==> config.mk <==
export PLATFORM = sky130hd
export DESIGN_NAME = imm_narrow
export DESIGN_NICKNAME = d
export VERILOG_FILES = /design/src/rtl/imm_narrow_pkg.sv /design/src/rtl/imm_narrow_fifo2.sv /design/src/rtl/imm_narrow.sv
export SDC_FILE = /design/constraint.sdc
export NUM_CORES = 1
export LEC_CHECK = 0
export ABC_AREA = 1
export BUFFER_PORTS_ARGS = -buffer_cell sky130_fd_sc_hd__buf_2
export CAP_MARGIN = 20
export CORE_UTILIZATION = 45
export CTS_CLUSTER_DIAMETER = 120
export CTS_CLUSTER_SIZE = 12
export DETAILED_ROUTE_END_ITERATION = 7
export GPL_TIMING_DRIVEN = 0
export PLACE_DENSITY = 0.68
export SETUP_SLACK_MARGIN = 0.05
export SYNTH_ARGS = -nofsm -noshare
export SYNTH_HDL_FRONTEND = slang
export SYNTH_SLANG_ARGS = --single-unit
==> constraint.sdc <==
create_clock -name clk -period 2.17 [get_ports clk]
set_input_delay 0.434 -clock clk [delete_from_list [all_inputs] [get_ports clk]]
set_output_delay 0.434 -clock clk [all_outputs]
set_load 0.03 [all_outputs]
==> src/rtl/imm_narrow_pkg.sv <==
// imm_pkg: shared definitions for the 21-bit immediate datapath.
// Used by the immediate narrower, the sign extender and the immediate packer.
//   IMM_IN_W / IMM_OUT_W : default wide and narrow widths
//   IMM_MAX / IMM_MIN    : saturation limits of the narrow signed field
//   imm_entry_t          : {ovf, data} record carried through the narrower
package imm_pkg;

    localparam int IMM_IN_W  = 32;
    localparam int IMM_OUT_W = 21;

    localparam logic [IMM_OUT_W-1:0] IMM_MAX = {1'b0, {(IMM_OUT_W-1){1'b1}}};
    localparam logic [IMM_OUT_W-1:0] IMM_MIN = {1'b1, {(IMM_OUT_W-1){1'b0}}};

    typedef struct packed {
        logic                 ovf;
        logic [IMM_OUT_W-1:0] data;
    } imm_entry_t;

endpackage

==> src/rtl/imm_narrow_fifo2.sv <==
// imm_narrow_fifo2: generic 2-entry synchronous FIFO.
//   clk, rst_n : clock, asynchronous active-low reset (clears storage too)
//   push/wdata : write when push && !full
//   pop/rdata  : rdata is the head entry; advance when pop && !empty
//   full/empty : derived from registered occupancy only
module imm_narrow_fifo2 #(
    parameter int W = 22
) (
    input  logic         clk,
    input  logic         rst_n,
    input  logic         push,
    input  logic [W-1:0] wdata,
    input  logic         pop,
    output logic [W-1:0] rdata,
    output logic         full,
    output logic         empty
);

    logic [W-1:0] mem [2];
    logic         wr_ptr;
    logic         rd_ptr;
    logic [1:0]   count;
    logic         do_push;
    logic         do_pop;

    assign full    = (count == 2'd2);
    assign empty   = (count == 2'd0);
    assign do_push = push && !full;
    assign do_pop  = pop && !empty;
    assign rdata   = mem[rd_ptr];

    always_ff @(posedge clk or negedge rst_n) begin
        if (!rst_n) begin
            mem[0] <= '0;
            mem[1] <= '0;
            wr_ptr <= 1'b0;
            rd_ptr <= 1'b0;
            count  <= 2'd0;
        end else begin
            if (do_push) begin
                mem[wr_ptr] <= wdata;
                wr_ptr      <= ~wr_ptr;
            end
            if (do_pop) begin
                rd_ptr <= ~rd_ptr;
            end
            // Simultaneous push and pop leaves occupancy unchanged.
            case ({do_push, do_pop})
                2'b10:   count <= count + 2'd1;
                2'b01:   count <= count - 2'd1;
                default: count <= count;
            endcase
        end
    end

endmodule

==> src/rtl/imm_narrow.sv <==
// imm_narrow: narrows signed IN_W-bit values to the OUT_W-bit immediate field.
// Overflowing values saturate (SAT=1) or wrap to the low OUT_W bits (SAT=0);
// either way the beat is flagged. Results pass through a 2-entry buffer.
//   in_valid/in_ready/in_data     : upstream handshake, wide signed value
//   out_valid/out_ready/out_data  : downstream handshake, narrow result
//   out_ovf                       : overflow flag of the head result
//   ovf_sticky/ovf_count/ovf_clr  : overflow statistics and their clear
module imm_narrow
    import imm_pkg::*;
#(
    parameter int IN_W  = IMM_IN_W,
    parameter int OUT_W = IMM_OUT_W,
    parameter bit SAT   = 1'b1,
    parameter int CNT_W = 16
) (
    input  logic                    clk,
    input  logic                    rst_n,
    input  logic                    in_valid,
    output logic                    in_ready,
    input  logic signed [IN_W-1:0]  in_data,
    output logic                    out_valid,
    input  logic                    out_ready,
    output logic signed [OUT_W-1:0] out_data,
    output logic                    out_ovf,
    output logic                    ovf_sticky,
    output logic [CNT_W-1:0]        ovf_count,
    input  logic                    ovf_clr
);

    // Returns {ovf, data}. The value fits when every bit from the sign bit down
    // to the narrow sign position agrees.
    function automatic logic [OUT_W:0] narrow(input logic signed [IN_W-1:0] v);
        logic [IN_W-OUT_W:0] upper;
        logic                fits;
        logic [OUT_W-1:0]    d;
        upper = v[IN_W-1:OUT_W-1];
        fits  = (&upper) || !(|upper);
        d     = v[OUT_W-1:0];
        if (!fits && SAT) begin
            d = v[IN_W-1] ? {1'b1, {(OUT_W-1){1'b0}}}
                          : {1'b0, {(OUT_W-1){1'b1}}};
        end
        return {!fits, d};
    endfunction

    logic                    vld_p0;
    logic [OUT_W:0]          res_p0;
    logic                    ovf_p0;
    logic                    pop;
    logic                    full;
    logic                    empty;
    logic [OUT_W:0]          head_p1;

    // ---- stage p0: accept and narrow combinationally ----
    assign vld_p0 = in_valid && in_ready;
    assign res_p0 = narrow(in_data);
    assign ovf_p0 = res_p0[OUT_W];

    assign in_ready = !full;
    assign pop      = out_valid && out_ready;

    imm_narrow_fifo2 #(
        .W (OUT_W + 1)
    ) u_fifo (
        .clk   (clk),
        .rst_n (rst_n),
        .push  (vld_p0),
        .wdata (res_p0),
        .pop   (pop),
        .rdata (head_p1),
        .full  (full),
        .empty (empty)
    );

    // ---- stage p1: buffered head entry ----
    assign out_valid = !empty;
    assign out_ovf   = head_p1[OUT_W];
    assign out_data  = head_p1[OUT_W-1:0];

    // Statistics follow acceptance, not popping. A new overflow on the same
    // edge as a clear wins: the count restarts at one.
    always_ff @(posedge clk or negedge rst_n) begin
        if (!rst_n) begin
            ovf_sticky <= 1'b0;
            ovf_count  <= '0;
        end else if (vld_p0 && ovf_p0) begin
            ovf_sticky <= 1'b1;
            if (ovf_clr) begin
                ovf_count <= {{(CNT_W-1){1'b0}}, 1'b1};
            end else if (ovf_count != {CNT_W{1'b1}}) begin
                ovf_count <= ovf_count + 1'b1;
            end
        end else if (ovf_clr) begin
            ovf_sticky <= 1'b0;
            ovf_count  <= '0;
        end
    end

endmodule
Word-level counts from Yosys, hierarchy flattened
Cells that the tools add are included.

operators by class
  add/subtract/negate cells = 3
  magnitude comparators = 3
  eq/ne operators = 4
  multiplexer cells = 15
  bitwise gates (word level) = 4
  reductions and logical operators = 18

operator list
  kind                     count
  $mux W22                 4
  $mux W16                 4
  $bwmux W44               1
  $mux W21                 2
  $demux W22 S1            1
  $add A16 B1 Y16 const B  1
  $ne A16 B16 Y1 const B   1
  $reduce_and A12 Y1       1
  $reduce_or A12 Y1        1
  $logic_and A1 B1 Y1      6
  $reduce_bool A2 Y1       3
  $eq A2 B2 Y1 const B     2
  $ge A2 B2 Y1 const B     2
  $logic_not A1 Y1         4
  $not A1 Y2               2
  $pmux W2 S2              1
  $add A2 B1 Y2 const B    1
  $eq A2 B1 Y1 const B     1
  $logic_not A2 Y1         1
  $lt A2 B1 Y1 const B     1
  $mux W1                  2
  $not A1 Y1               2
  $reduce_and A2 Y1        1
  $sub A2 B1 Y2 const B    1
  $logic_or A1 B1 Y1       1

word-level totals
  register bits after elaboration = 65
  input bits = 37
  output and inout port bits = 41
  logic and storage cells = 54

Depth between registers and ports, before layout
  word-level depth = 7
  depth in mapped cells = 10
  depth with buffers taken out = 9

Modules after synthesis
From an unflattened synthesis, not the netlist that was laid out.

unflattened totals
  cells, all modules = 512
  area, all modules = 3713.6 um2

by module, submodules not included
  module            times used  cells an instance  area an instance (um2)  sequential area each (um2)
  imm_narrow_fifo2  1           297                2361.0                  1201.2
  imm_narrow        1           215                1352.5                  425.4

Worst setup path after synthesis
OpenSTA, ideal clock, no wires.

  path type = flip-flop to output port
  from = register u_fifo.rd_ptr
  to = output out_data[10]
  arrival = 1.403 ns
  required time = 1.736 ns
  setup slack = 0.333 ns
  cell stages (with the launch flop) = 4
  buffers on the path = 2
  cells stage by stage = dfrtp_1 -> clkbuf_1 -> clkbuf_1 -> o21ai_0

on the way
  longest elaborated chain between the ends = 4

ends and longest elaborated chain
  what                                         line                    source
  start, declared                              imm_narrow_fifo2.sv:21  logic rd_ptr;
  start signal, assigned                       imm_narrow_fifo2.sv:45  rd_ptr <= ~rd_ptr;
  $not A1 Y2 (implied by the code)             imm_narrow_fifo2.sv:30  assign rdata = mem[rd_ptr];
  $mux W22 (implied by the code) (3 in a row)  imm_narrow_fifo2.sv:30
  end, declared                                imm_narrow.sv:23        output logic signed [OUT_W-1:0] out_data,

No other way between the ends. The select of a mux whose other input is x is not followed.

Worst setup path in the final report
  from = register u_fifo.rd_ptr
  to = output out_data[20]

The elaborated chain is that of the path after synthesis.

==> summary.md <==
| Metric | Value |
|---|---|
| Worst-Margin Slew | `809 ps` |
| Final net count | `592` |
| Die width | `89.7 um` |
| Leakage power total | `2.23 nW` |
| Cell row count | `31` |
| Area Growth Syn to Fin | `20.2%` |
| Setup crit end kind | `output port` |
| Number of synthesized flops with an enable pin | `0` |
| Clock root buffer master | `sky130_fd_sc_hd__clkbuf_8` |
| Worst Setup Start Kind | `register` |
| Post-detailed-route wirelength per cell | `13.0 um` |
| Setup repair after global routing missed its margin | `false` |
| Hold Vio Cnt, Final | `0` |
| Clock Latency Late Sink | `330 ps` |
| Worst IR Drop VDD | `~880 uV` |
| DP HPWL | `slightly below 6 mm` |
| Final WS setup | `between 100 and 150 ps` |
| Max Slew Vio Count | `0` |
| Multiplexer area fraction after synthesis | `0.651%` |
| Total power divided by cell area | `between 1000 and 1500 nW/um2` |
| Data arrival time of the critical path | `1590 ps` |
| Skew final | `around 9.9 ps` |
| Type of the worst setup path | `reg2out` |
| Max-cap check violation count | `0` |
| Total CTS buffers | `9` |
| Post-synthesis cell count | `466` |
| Proportion of synthesized flip-flops having asynchronous set or reset | `between 90% and 100%` |
| Core Region | `7330 um2` |
| Time the worst path needs with I/O delays and setup | `2020 ps` |
| Total of endpoints with negative setup slack in the final report | `0` |
| Drt total wl | `8.53 mm` |
| Share of the synthesized netlist area taken by xor and xnor gates | `3.29%` |
| First-pass detailed-route iteration total | `5` |
| Die outline area | `8050 um2` |
| Setup Buffers After CTS | `0` |
| Headroom to the max-slew limit | `~46%` |
| Quantity of I/O buffers inserted on ports | `77` |
| Area share of and/or/nand/nor cells after synthesis | `between 30% and 40%` |
| Global-route total usage across every layer | `between 20% and 30%` |
| Top post-synthesis cells by area | `sky130_fd_sc_hd__dfrtp_1 47%, sky130_fd_sc_hd__nand2_1 23%, sky130_fd_sc_hd__o21ai_0 7.7%` |
| Final estimated routing congestion in global placement | `0.804` |
| Die height | `89.7 um` |
| Fraction of layout instances using a drive strength above 1 | `22.6%` |
| Via count of the first global-routing pass | `approximately 3200` |
| Flip-flop and latch count after synthesis | `65` |
| Share of the synthesized area in the top cell type | `about 47%` |
| Via density per instance | `4.93` |
| Largest family of logic cells by synthesized area | `simple AND/OR/NAND/NOR gates` |
| Cell with the most instances after synthesis | `sky130_fd_sc_hd__nand2_1` |
| Critical path fanouts, max | `10` |
| CTS max path bufs | `2` |
| Compound-gate portion of the synthesized area | `10.3%` |
| Share of synthesized area occupied by flip-flops and latches | `between 40% and 50%` |
| Ranking of synthesized cells by instance count | `208 x sky130_fd_sc_hd__nand2_1, 65 x sky130_fd_sc_hd__dfrtp_1, 53 x sky130_fd_sc_hd__o21ai_0` |
| Leading register cell type out of synthesis | `sky130_fd_sc_hd__dfrtp_1` |
| CTS clock-pin slew for the worst setup and hold paths | `70 ps` |
| Status | `finished, final reports clean` |
| Effective utilization at floorplan | `between 40% and 50%` |
| CTS tree | `built` |
| # DRC | `0` |
| Worst path cell trace | `clkbuf_2, o21ai_0, buf_2` |
| Standard cell with the maximum stage delay on the critical path | `sky130_fd_sc_hd__dfrtp_1` |
| Endpoint required time on the critical path | `1740 ps` |
| Buffers and inverters on the worst path | `2` |
| Pre-CTS WS | `just over 70 ps` |
| Overflow left after global routing | `0` |
| Detail Route Antenna Nets | `0` |
| Top Ports | `between 70 and 80` |
| Summed instance area of the synthesized netlist | `3460 um2` |
| Yosys synthesis warning count | `0` |
| Count of different cell masters after synthesis | `30` |
| Drt initial violations | `222` |
| CP delay by family, top | `flip-flops` |
| Antenna violations before repair | `0` |
| Post-synthesis cell type with the largest combined area | `sky130_fd_sc_hd__dfrtp_1` |
| Total Neg Setup Slack | `0 ps` |
| Global-route wire length before repair | `about 15 mm` |
| Syn nets | `505` |
| Final worst path period share | `93.3%` |
| Highest Clock Rate | `494 MHz` |
| Classification of the worst-slack hold path | `in2async` |
| Adder-cell share of the synthesized area | `0.723%` |
| Ant. Diodes | `0` |
| Maximum number of pins on one net before global-route repair | `66` |
| Number of levels the H-tree was split into | `3` |
| Slowest Stage Delay on Critical Path | `500 ps` |
| Routed vias | `3233` |
| Mean instance size in the synthesized netlist | `7.43 um2` |
| CTS Sinks | `65` |
==> flip-flops by register name, summed over array words and instances, names as in the netlist <==
register,count
ovf_count,16
ovf_sticky,1
u_fifo.count,2
u_fifo.mem,44
u_fifo.rd_ptr,1
u_fifo.wr_ptr,1
==> cells by family after synthesis <==
kind of cell / Yosys count
DFF: 65
adders and majority gates: 2
xor gates and xnor gates: 13
AOI/OAI and AO/OA: 69
muxes: 2
and+or+nand+nor: 253
buffers and inverters: 62
==> timing repair <==
action / in CTS / in global routing
hold buffers: 0 / 0
gates resized for setup: 4 / 3
pin swaps: 0 / 0
endpoints found under the setup margin: 22 / 2
==> per-stage QoR <==
| stage | std cells | power, W | util [%] | instance area [um2] | hold WS, ps |
|---|---|---|---|---|---|
| floorplan | 466 | 0.00361 | - | 3460 | 138 |
| detailed placement | 642 | 0.00437 | 54.2 | 3970 | 476 |
| finish | 656 | 0.00531 | 56.8 | 4160 | 195 |
| CTS | 656 | 0.00533 | 56.7 | 4160 | 230 |
| global route | 656 | 0.00570 | 56.8 | 4160 | 276 |
| global placement | 642 | 0.00431 | 54.2 | 3970 | 473 |
==> layout make-up <==
| cell class | instances | area [um2] |
|---|---|---|
| Clock buffer | 12 | 165 |
| Multi-Input combinational cell | 339 | 1580 |
| Fill cell | 732 | 3170 |
| Tap cell | 99 | 124 |
| Clock inverter | 3 | 15.0 |
| Inverter | 41 | 154 |
| Buffer | 20 | 113 |
| Timing Repair Buffer | 77 | 388 |
| Sequential cell | 65 | 1630 |
==> path summary, 6_finish.rpt <==
kind	from	end	slack, ps	cells past startpoint
max in group asynchronous	rst_n	u_fifo.mem[20]$_DFFE_PN0P_	1450	1
setup / recovery	u_fifo.rd_ptr$_DFFE_PN0N_	out_data[20]	150	3
setup reg to reg	u_fifo.count[0]$_DFFE_PN0P_	u_fifo.count[1]$_DFFE_PN0P_	160	8
hold reg to reg	ovf_sticky$_DFFE_PN0P_	ovf_sticky$_DFFE_PN0P_	490	2
hold / removal	rst_n	u_fifo.mem[30]$_DFFE_PN0P_	200	1
min in group clk	in_data[31]	u_fifo.mem[42]$_DFFE_PN0P_	400	3
==> metal layers <==
metal	track usage (%)	wire [um]
met4	8.33	97
met3	3.38	397
met1	31.0	4150
met2	35.5	3890
met5	0	0
==> where the power goes <==
part / leakage (nW) / total, W / internal, W / switching [W]
Sequential: 0.818 / 0.00188 / 0.00166 / 0.000222
Combinational: 1.31 / 0.00249 / 0.000737 / 0.00175
Clock: 0.0980 / 0.000943 / 0.000496 / 0.000446
Total: 2.23 / 0.00531 / 0.00289 / 0.00242
==> layout by cell type (no fill, tap or decap), drive strengths merged <==
master  Yosys  final
ha          2      2
xor2        9      9
mux2        2      2
nor2       24     24
nand3       7      7
nand3b      1      1
a21boi      1      1
nor3        3      3
o21bai      1      1
a21oi       1      1
nand2     211    211
xnor2       4      4
dfrtp      65     65
nand4       6      6
buf        12     90
and2        1      1
inv        41     41
clkbuf      9     19
clkinv      0      3
o21ai      66     66
No activity file was read; power rests on OpenSTA's default activity.
